### config.mk
export PLATFORM = sky130hd
export DESIGN_NAME = ad9361_ctrl_seq
export DESIGN_NICKNAME = d
export VERILOG_FILES = /design/src/rtl/ad9361_ctrl_pkg.sv /design/src/rtl/ad9361_ensm_ch.sv /design/src/rtl/ad9361_ctrl_seq.sv
export SDC_FILE = /design/constraint.sdc
export NUM_CORES = 1
export LEC_CHECK = 0
export BUFFER_PORTS_ARGS = -buffer_cell sky130_fd_sc_hd__buf_2
export CAP_MARGIN = 10
export CORE_MARGIN = 2
export CORE_UTILIZATION = 31
export CTS_BUF_LIST = sky130_fd_sc_hd__clkbuf_8
export CTS_CLUSTER_DIAMETER = 80
export DETAILED_ROUTE_END_ITERATION = 6
export GPL_TIMING_DRIVEN = 1
export PLACE_DENSITY = 0.58
export SYNTH_ARGS = -nofsm -noshare
export SYNTH_HDL_FRONTEND = slang
export SYNTH_SLANG_ARGS = --single-unit
### constraint.sdc
create_clock -name clk -period 6 [get_ports clk]
set_clock_uncertainty 0.1 [all_clocks]
set_input_delay 1.2 -clock clk [delete_from_list [all_inputs] [get_ports clk]]
set_output_delay 1.2 -clock clk [all_outputs]
set_load 0.03 [all_outputs]
### src/rtl/ad9361_ctrl_pkg.sv
// Shared types, default timing constants and counter sizing for the AD9361 control sequencer.
package ad9361_ctrl_pkg;

   typedef enum logic [1:0] {
      S_RESET,
      S_SETTLE,
      S_READY
   } seq_state_t;

   localparam int DEF_N_CHAN        = 2;
   localparam int DEF_RESET_CYCLES  = 1000;
   localparam int DEF_SETTLE_CYCLES = 5000;
   localparam int DEF_SYNC_CYCLES   = 4;
   localparam int DEF_PULSE_CYCLES  = 2;

   // Bits needed for a down-counter that must hold the larger of two load values.
   function automatic int cnt_width(input int a, input int b);
      int m;
      m = (a > b) ? a : b;
      return (m < 1) ? 1 : $clog2(m + 1);
   endfunction

endpackage

### src/rtl/ad9361_ensm_ch.sv
// One channel of ENSM ENABLE/TXNRX drive: level pass-through or edge-triggered fixed-width pulse.
module ad9361_ensm_ch
   import ad9361_ctrl_pkg::*;
#(
   parameter int PULSE_CYCLES = DEF_PULSE_CYCLES
) (
   input  logic clk,
   input  logic rst,
   input  logic pulse_mode,
   input  logic gate,
   input  logic enable_req,
   input  logic txnrx_req,
   output logic enable,
   output logic txnrx
);

   localparam int PCNT_W = cnt_width(PULSE_CYCLES, 1);

   logic [PCNT_W-1:0] pcnt_reg, pcnt_next;
   logic              prev_reg;
   logic              hold_reg, hold_next;
   logic              enable_reg, enable_next;
   logic              txnrx_reg, txnrx_next;
   logic              edge_ok;

   always_ff @(posedge clk) begin
      if (rst) begin
         pcnt_reg   <= '0;
         prev_reg   <= 1'b0;
         hold_reg   <= 1'b0;
         enable_reg <= 1'b0;
         txnrx_reg  <= 1'b0;
      end else begin
         pcnt_reg   <= pcnt_next;
         prev_reg   <= enable_req;
         hold_reg   <= hold_next;
         enable_reg <= enable_next;
         txnrx_reg  <= txnrx_next;
      end
   end

   always_comb begin
      pcnt_next   = pcnt_reg;
      hold_next   = hold_reg;
      enable_next = 1'b0;
      txnrx_next  = 1'b0;
      // A rising edge only counts while the channel is live and no pulse is still running.
      edge_ok     = enable_req & ~prev_reg & gate & (pcnt_reg == '0);

      if (!gate) begin
         pcnt_next = '0;
         hold_next = 1'b0;
      end else if (pulse_mode) begin
         if (edge_ok) begin
            pcnt_next = PCNT_W'(PULSE_CYCLES);
            hold_next = txnrx_req;
         end else if (pcnt_reg != '0) begin
            pcnt_next = pcnt_reg - PCNT_W'(1);
         end
         enable_next = (pcnt_next != '0);
         txnrx_next  = hold_next;
      end else begin
         enable_next = enable_req;
         txnrx_next  = txnrx_req;
      end
   end

   assign enable = enable_reg;
   assign txnrx  = txnrx_reg;

endmodule

### src/rtl/ad9361_ctrl_seq.sv
// Clocked control-pin sequencer for N_CHAN AD9361 devices: RESETB sequencing, multi-chip SYNC,
// ENSM ENABLE/TXNRX and EN_AGC, all from registered outputs.
module ad9361_ctrl_seq
   import ad9361_ctrl_pkg::*;
#(
   parameter int N_CHAN        = DEF_N_CHAN,
   parameter int RESET_CYCLES  = DEF_RESET_CYCLES,
   parameter int SETTLE_CYCLES = DEF_SETTLE_CYCLES,
   parameter int SYNC_CYCLES   = DEF_SYNC_CYCLES,
   parameter int PULSE_CYCLES  = DEF_PULSE_CYCLES
) (
   input  logic              clk,
   input  logic              rst,
   input  logic              reset_req,
   input  logic [N_CHAN-1:0] chan_mask,
   input  logic              sync_req,
   input  logic              ensm_pulse_mode,
   input  logic [N_CHAN-1:0] ensm_enable_req,
   input  logic [N_CHAN-1:0] ensm_txnrx_req,
   input  logic [N_CHAN-1:0] agc_en_req,
   output logic [N_CHAN-1:0] enable,
   output logic [N_CHAN-1:0] txnrx,
   output logic [N_CHAN-1:0] resetb,
   output logic [N_CHAN-1:0] sync,
   output logic [N_CHAN-1:0] en_agc,
   output logic              ready,
   output logic              busy
);

   localparam int CNT_W  = cnt_width(RESET_CYCLES, SETTLE_CYCLES);
   localparam int SYNC_W = cnt_width(SYNC_CYCLES, 1);

   seq_state_t        state_reg, state_next;
   logic [CNT_W-1:0]  cnt_reg, cnt_next;
   logic [SYNC_W-1:0] sync_cnt_reg, sync_cnt_next;
   logic [N_CHAN-1:0] mask_reg, mask_next;
   logic [N_CHAN-1:0] resetb_reg, resetb_next;
   logic [N_CHAN-1:0] en_agc_reg, en_agc_next;
   logic [N_CHAN-1:0] ch_gate;
   logic              ready_reg, ready_next;
   logic              busy_reg, busy_next;
   logic              sync_reg, sync_next;

   always_ff @(posedge clk) begin
      if (rst) begin
         state_reg    <= S_RESET;
         cnt_reg      <= CNT_W'(RESET_CYCLES);
         sync_cnt_reg <= '0;
         mask_reg     <= '1;
         resetb_reg   <= '0;
         en_agc_reg   <= '0;
         ready_reg    <= 1'b0;
         busy_reg     <= 1'b1;
         sync_reg     <= 1'b0;
      end else begin
         state_reg    <= state_next;
         cnt_reg      <= cnt_next;
         sync_cnt_reg <= sync_cnt_next;
         mask_reg     <= mask_next;
         resetb_reg   <= resetb_next;
         en_agc_reg   <= en_agc_next;
         ready_reg    <= ready_next;
         busy_reg     <= busy_next;
         sync_reg     <= sync_next;
      end
   end

   always_comb begin
      state_next    = state_reg;
      cnt_next      = cnt_reg;
      mask_next     = mask_reg;
      resetb_next   = resetb_reg;
      sync_cnt_next = sync_cnt_reg;
      if (sync_cnt_reg != '0)
         sync_cnt_next = sync_cnt_reg - SYNC_W'(1);

      case (state_reg)
         S_RESET: begin
            resetb_next = resetb_reg & ~mask_reg;
            if (cnt_reg == CNT_W'(1)) begin
               state_next  = S_SETTLE;
               cnt_next    = CNT_W'(SETTLE_CYCLES);
               resetb_next = '1;
            end else begin
               cnt_next = cnt_reg - CNT_W'(1);
            end
         end
         S_SETTLE: begin
            if (cnt_reg == CNT_W'(1))
               state_next = S_READY;
            else
               cnt_next = cnt_reg - CNT_W'(1);
         end
         S_READY: begin
            // Reset takes priority and also kills any SYNC pulse in flight.
            if (reset_req && (chan_mask != '0)) begin
               state_next    = S_RESET;
               cnt_next      = CNT_W'(RESET_CYCLES);
               mask_next     = chan_mask;
               resetb_next   = resetb_reg & ~chan_mask;
               sync_cnt_next = '0;
            end else if (sync_req && (sync_cnt_reg == '0)) begin
               sync_cnt_next = SYNC_W'(SYNC_CYCLES);
            end
         end
         default: begin
            state_next = S_RESET;
            cnt_next   = CNT_W'(RESET_CYCLES);
            mask_next  = '1;
         end
      endcase

      ready_next  = (state_next == S_READY);
      sync_next   = (sync_cnt_next != '0);
      busy_next   = !ready_next || sync_next;
      // Channel drive drops with ready immediately but resumes only after a full ready cycle.
      ch_gate     = {N_CHAN{ready_reg & ready_next}} & resetb_next;
      en_agc_next = agc_en_req & ch_gate;
   end

   for (genvar gi = 0; gi < N_CHAN; gi++) begin : g_ch
      ad9361_ensm_ch #(
         .PULSE_CYCLES(PULSE_CYCLES)
      ) u_ensm (
         .clk        (clk),
         .rst        (rst),
         .pulse_mode (ensm_pulse_mode),
         .gate       (ch_gate[gi]),
         .enable_req (ensm_enable_req[gi]),
         .txnrx_req  (ensm_txnrx_req[gi]),
         .enable     (enable[gi]),
         .txnrx      (txnrx[gi])
      );
   end

   assign resetb = resetb_reg;
   assign sync   = {N_CHAN{sync_reg}};
   assign en_agc = en_agc_reg;
   assign ready  = ready_reg;
   assign busy   = busy_reg;

endmodule

Yosys cells after proc, flatten, opt, wreduce, memory -nomap -nowiden
Cells that the tools add are included.
{"block": "word_totals", "inputBits": 13, "output_inout_bits": 12, "ff_bits": 39}
{"block": "op_classes", "bitwise": 18, "n_mux": 31, "eq_ne": 6, "reduce_logical": 20, "addsub": 4}
{"operator": "$mux W13", "count": 3}
{"operator": "$pmux W13 S3", "count": 1}
{"operator": "$mux W2", "count": 14}
{"operator": "$eq A13 B1 Y1 const B", "count": 1}
{"operator": "$sub A13 B1 Y13 const B", "count": 1}
{"operator": "$mux W3", "count": 4}
{"operator": "$reduce_bool A2 Y1", "count": 5}
{"operator": "$and A2 B2 Y2", "count": 4}
{"operator": "$pmux W2 S2", "count": 2}
{"operator": "$and A1 B1 Y1", "count": 7}
{"operator": "$logic_not A2 Y1", "count": 3}
{"operator": "$mux W1", "count": 6}
{"operator": "$pmux W2 S3", "count": 1}
{"operator": "$reduce_bool A3 Y1", "count": 2}
{"operator": "$reduce_or A2 Y1", "count": 3}
{"operator": "$not A1 Y1", "count": 5}
{"operator": "$eq A2 B2 Y1 const B", "count": 2}
{"operator": "$ne A2 B2 Y1 const B", "count": 2}
{"operator": "$not A2 Y2", "count": 2}
{"operator": "$reduce_and A2 Y1", "count": 2}
{"operator": "$sub A2 B1 Y2 const B", "count": 2}
{"operator": "$logic_not A3 Y1", "count": 1}
{"operator": "$sub A3 B1 Y3 const B", "count": 1}
{"operator": "$eq A2 B1 Y1 const B", "count": 1}
{"operator": "3 further kinds", "count": 4}

Depth between registers and ports, before layout
{"block": "logic_depth", "depth_word": 14, "depth_mapped": 7}

Cells and area by module
From an unflattened synthesis, not the netlist that was laid out.
{"block": "hier_totals", "cells_unflattened": 230, "hier_area_um2": 1993.2}
{"mod": "ad9361_ctrl_seq", "cells_each": 178, "area_each_um2": 1515.2, "n_inst": 1}
{"mod": "ad9361_ensm_ch", "cells_each": 26, "area_each_um2": 239.0, "n_inst": 2}

Worst setup path before layout
Ideal clock, no wire load.
{"block": "synth_path", "path_type": "input -> register", "from": "input port chan_mask[1]", "to": "register cnt_reg[5]", "arrival_time_ns": 2.250, "required_ns": 5.777, "stages": 5, "path_buffers": 1, "slack_ns": 3.528, "setup_ns": 0.123, "cell_sequence": "o21a_1 nor2_1 clkbuf_8 nor2_1 a221o_2"}
{"block": "synth_via", "elab_chain_cells": 4}
{"item": "from (decl)", "line": "ad9361_ctrl_seq.sv:15", "source": "input logic [N_CHAN-1:0] chan_mask,"}
{"item": "$reduce_bool A2 Y1", "line": "ad9361_ctrl_seq.sv:96", "source": "if (reset_req && (chan_mask != '0)) begin"}
{"item": "$logic_and A1 B1 Y1", "line": "ad9361_ctrl_seq.sv:96"}
{"item": "$ne A2 B2 Y1 (no source line)"}
{"item": "$reduce_and A2 Y1 (no source line)"}
{"item": "to (signal assigned)", "line": "ad9361_ctrl_seq.sv:47", "source": "cnt_reg <= CNT_W'(RESET_CYCLES);"}
{"item": "to (signal assigned)", "line": "ad9361_ctrl_seq.sv:57", "source": "cnt_reg <= cnt_next;"}
{"item": "to (decl)", "line": "ad9361_ctrl_seq.sv:34", "source": "logic [CNT_W-1:0] cnt_reg, cnt_next;"}
No other way between the ends.
A chain may end at the register's enable or synchronous reset.

Final worst setup path
{"block": "layout_path", "from": "input port chan_mask[1]", "to": "register g_ch[1].u_ensm.pcnt_reg[1]"}
{"block": "layout_via", "elab_chain_cells": 12, "elab_cells_between_ends": 18}
{"item": "$reduce_bool A2 Y1", "line": "ad9361_ctrl_seq.sv:96"}
{"item": "$logic_and A1 B1 Y1", "line": "ad9361_ctrl_seq.sv:96"}
{"item": "$mux W2", "line": "ad9361_ctrl_seq.sv:96"}
{"item": "$pmux W2 S3", "line": "ad9361_ctrl_seq.sv:77", "source": "case (state_reg)"}
{"item": "$eq A2 B2 Y1", "line": "ad9361_ctrl_seq.sv:113", "source": "ready_next = (state_next == S_READY);"}
{"item": "$and A1 B1 Y1", "line": "ad9361_ctrl_seq.sv:117", "source": "ch_gate = {N_CHAN{ready_reg & ready_next}} & resetb_next;"}
{"item": "$and A2 B2 Y2 (*)", "line": "ad9361_ctrl_seq.sv:117"}
{"item": "$and A1 B1 Y1 (2 in series)", "line": "ad9361_ensm_ch.sv:48", "source": "edge_ok = enable_req & ~prev_reg & gate & (pcnt_reg == '0);"}
{"item": "$mux W2", "line": "ad9361_ensm_ch.sv:54", "source": "if (edge_ok) begin"}
{"item": "$mux W2", "line": "ad9361_ensm_ch.sv:53", "source": "end else if (pulse_mode) begin"}
{"item": "$mux W2", "line": "ad9361_ensm_ch.sv:50", "source": "if (!gate) begin"}
{"item": "to (signal assigned)", "line": "ad9361_ensm_ch.sv:34", "source": "pcnt_reg <= pcnt_next;"}
{"item": "to (decl)", "line": "ad9361_ensm_ch.sv:19", "source": "logic [PCNT_W-1:0] pcnt_reg, pcnt_next;"}
Mark *: on every way between the ends. The rest lies on a longest branch, timed or not. The select of a mux whose other input is x is not followed.

==> results list <==
- Number of antenna cells inserted: 0
- For the final routed database, the setup TNS stands at 0 ns.
* Maximum clock path buffer count: 2
- For hold timing, the worst endpoint is cnt_reg[11]$_SDFFE_PP0P_.
- The synthesized netlist contains 47 unique library cells.
* Sum of overflow across all layers after global routing: 0
- Global routing met2 resource utilization: 0.1730
- Residual DRC count: 0
- After clock tree synthesis, the clock-pin slew on the worst setup and hold paths is around 0.08 ns.
- HPWL after detailed placement: 2862 um
- In the global route stage, met3 resource usage came out at 0.02783.
- Data arrives at the worst endpoint at 2.92 ns.
- Synth Warn #: 0
- Row generation in the floorplan step produced 28 rows.
- DRT antenna net count: 0
- Average cell area after synthesis: 8.856 um2
- Ratio of cells with drive above 1 in the final layout: 0.1891
* Number of maximum-capacitance constraint violations: 0
* Worst supply voltage drop on vdd: 0.0001767 V
- TritonCTS created 5 clock buffers.
* Endpoint of the worst-slack reg-to-reg timing path: g_ch[1].u_ensm.pcnt_reg[1]$_SDFFE_PP0P_
* Routed vias/inst: 5.080
* RSZ-0062 raised after global routing: false
- Launch point of the worst hold path: cnt_reg[11]$_SDFFE_PP0P_
- Crit Path Max Fanout: 15
- Area added between synthesis and finish: 11.81%
* Clock tree from TritonCTS: done
* Die height: 83.10 um
- During I/O placement, the number of pins put on the boundary was 25.
- Aggregate global-route resource usage: 0.1196
- Final Wtd Congestion: 0.7456
- The register with the most flip-flops in the layout has 13 of them.
- Post-CTS timing repair inserted 0 buffers for setup.
- The final-report hold violation count was 0.
* Number of gates resized after cts: 0
- Tcrit/Tclk final: 0.4687
* Startpoint type of the worst setup path: input pin
- For the worst-skew pair, the clock arrives at the later sink with an insertion delay of 0.29 ns.
* First DRT Iteration DRCs: 60
* Starting density of the core: 0.3237
* Worst reg2reg path startpoint: cnt_reg[0]$_SDFFE_PP0P_
- Leakage power: 0.0008332 uW
- Setup violations remaining at the end of the flow were counted as 0.
- Final wirelength: about 4000 um
- The min-delay analysis places its worst path in the category reg2reg.
- Via count: approximately 1600
- Pin count of the biggest net entering global routing: 20
- First-pass GRT wire length: 6844 um
- Depth of the worst hold-timing path: 2
* Mapped Cells: 219
* Input/output buffers: 24
* Number of synthesized register bits: 39
- For met1 alone, demand over resource in global routing was 0.1739.
- The number of nets handed over by synthesis was 236.
- Sequential cell area fraction in the yosys report: 0.4026
- The die covers 0.006905 mm2.
- Start-to-end type of the worst setup path: in2reg
- The total count of max-transition violations in the final report is 0.
- Critical path capture point type: register
* Hold WS: between 0.3 and 0.4 ns
- Register-to-register setup slack: between 3 and 4 ns
- Net count of the finished layout: 254
- Total power per unit cell area: 298.7 mW/mm2
- Via count of the first global-routing pass: 1453
- Die Wd: around 83 um
* Depth of the worst register-to-register path: 5
- H-tree depth: 2
- Cts hold-fix bufs: 0
* Synthesized cell area: 0.001939 mm2
- Top FF cell, synth: dfxtp_1
* Average wire per standard cell: 12.74 um
* Initial DRT Pass Iterations: 4
* Async SR Flop Fraction: 0
* Number of antenna violations at the first check in global routing: 0
* Post-layout min period: between 2 and 3 ns
- Required time reported for the critical path endpoint: 6.10 ns
- Number of flops mapped to enable cells by yosys: 0
- Worst relative slew slack: 0.3562
* Result of the run: completed
- The root buffer cell chosen for the clock tree is clkbuf_8.
* Max frequency: 355.6 MHz
* Sink Count: 39
- Core box area: 0.005991 mm2
- GRT busiest layer: met1
- For the pin with the worst max-slew slack, the measured transition is 0.9621 ns.
stage by stage:
stage	instances	total power (uW)	area, um2	worst slack [ns]	utilization
after floorplan	219	415.9	1939	3.528	-
after global placement	305	439.0	2056	2.934	0.3432
after detailed placement	305	438.1	2056	2.873	0.3432
after CTS	313	658.6	2168	3.180	0.3619
after global routing	313	695.1	2168	3.005	0.3619
final	313	647.6	2168	3.188	0.3619
cells in the final DEF (no fill, tap or decap), drive strengths merged:
| cell | count |
|---|---|
| dfxtp | 39 |
| buf | 24 |
| nor2 | 19 |
| nor3 | 19 |
| a21oi | 16 |
| inv | 12 |
| or4 | 10 |
| o21ai | 9 |
| or3 | 8 |
| nand2 | 7 |
| o31ai | 7 |
| nand2b | 5 |
| clkbuf | 5 |
| a21o | 4 |
| mux2i | 4 |
| nand3 | 4 |
| ha | 4 |
| o211ai | 4 |
| nor4 | 4 |
| nor2b | 3 |
| nand3b | 3 |
| or3b | 3 |
| a31oi | 2 |
| a21boi | 2 |
| nor4b | 2 |
| o41ai | 2 |
| o22ai | 2 |
| a221o | 2 |
| clkinv | 2 |
| o21a | 1 |
| or4bb | 1 |
| and2b | 1 |
| a311oi | 1 |
| and4b | 1 |
| a31o | 1 |
| and2 | 1 |
| a211oi | 1 |
| xnor2 | 1 |
| a211o | 1 |
| bufinv | 1 |
worst max-delay path by stage:
| stage | start | endpoint | slack, ns | cells after the start |
|---|---|---|---|---|
| 2_1_floorplan | chan_mask[1] | cnt_reg[5]$_SDFFE_PP1P_ | 3.53 | 5 |
| 3_3_place_gp | chan_mask[1] | g_ch[1].u_ensm.pcnt_reg[1]$_SDFFE_PP0P_ | 2.93 | 5 |
| 3_5_place_dp | chan_mask[1] | g_ch[1].u_ensm.hold_reg$_SDFFE_PP0P_ | 2.87 | 5 |
| 4_1_cts | chan_mask[1] | g_ch[1].u_ensm.pcnt_reg[1]$_SDFFE_PP0P_ | 3.18 | 5 |
| 5_1_grt | chan_mask[1] | g_ch[0].u_ensm.pcnt_reg[1]$_SDFFE_PP0P_ | 3.00 | 5 |
| 6_report | chan_mask[1] | g_ch[1].u_ensm.pcnt_reg[1]$_SDFFE_PP0P_ | 3.19 | 5 |
power breakdown:
part           switching [uW]  total, uW  leakage [uW]  internal, uW
logic                    76.8        139      0.000458          62.3
clock network            91.9        216     0.0000581           124
registers                15.6        293      0.000317           277
cell type report:
class                      count  area (um2)
inverter                      12       45.04
multi-input combinational    155        1016
clock buffer                   5       68.82
fill                         608        3822
sequential                    39       780.7
clock inverter                 3       43.79
timing repair buffer          24       120.1
tap                           75       93.84
cell usage after synthesis (2+ instances only):
| master | count | area (um2) |
|---|---|---|
| mux2i_1 | 4 | 40.04 |
| nor2_1 | 19 | 71.32 |
| o21ai_1 | 2 | 10.01 |
| dfxtp_1 | 39 | 780.8 |
| a31oi_1 | 2 | 12.51 |
| or3_1 | 8 | 50.05 |
| nand2_1 | 7 | 26.28 |
| nor2b_1 | 3 | 18.77 |
| o31ai_1 | 7 | 52.55 |
| o41ai_1 | 2 | 17.52 |
| o21ai_0 | 7 | 35.03 |
| nor4_1 | 2 | 12.51 |
| or3b_2 | 2 | 17.52 |
| o211ai_1 | 3 | 22.52 |
| or4_2 | 2 | 17.52 |
| inv_1 | 12 | 45.04 |
| or4_1 | 7 | 52.55 |
| ha_1 | 4 | 50.05 |
| o22ai_1 | 2 | 12.51 |
| buf_4 | 6 | 45.04 |
| a21oi_1 | 16 | 80.08 |
| nor4b_1 | 2 | 17.52 |
| buf_6 | 2 | 22.52 |
| nand3_1 | 4 | 20.02 |
| clkbuf_1 | 3 | 11.26 |
| nor4_4 | 2 | 42.54 |
| a221o_2 | 2 | 22.52 |
| nand3b_1 | 3 | 22.52 |
| a21boi_0 | 2 | 15.01 |
| nand2b_1 | 5 | 31.28 |
| nor3_1 | 19 | 95.09 |
| a21o_1 | 4 | 30.03 |
worst max-delay path: stages:
cell and delay (ns):
buf_2 0.12, o21a_1 0.19, nor2_1 0.74, o211ai_2 0.40, a211oi_1 0.26
layer usage:
| layer | share of wire | vias up |
|---|---|---|
| met2 | 0.44 | 26 |
| met1 | 0.52 | 716 |
| met3 | 0.032 | 2 |
| li1 | - | 846 |
| met5 | 0 | - |
| met4 | 0.010 | 0 |
cell families (layout without fill, tap and decap cells):
family | after synthesis | count (layout) | synth area share
simple gates | 91 | 91 | 0.2852
compound gates | 55 | 55 | 0.1877
flops | 39 | 39 | 0.4026
buf+inv | 25 | 44 | 0.07354
fa+ha+maj | 4 | 4 | 0.02581
mux | 4 | 4 | 0.02065
xor+xnor | 1 | 1 | 0.004517
No activity file was read; power rests on OpenSTA's default activity.
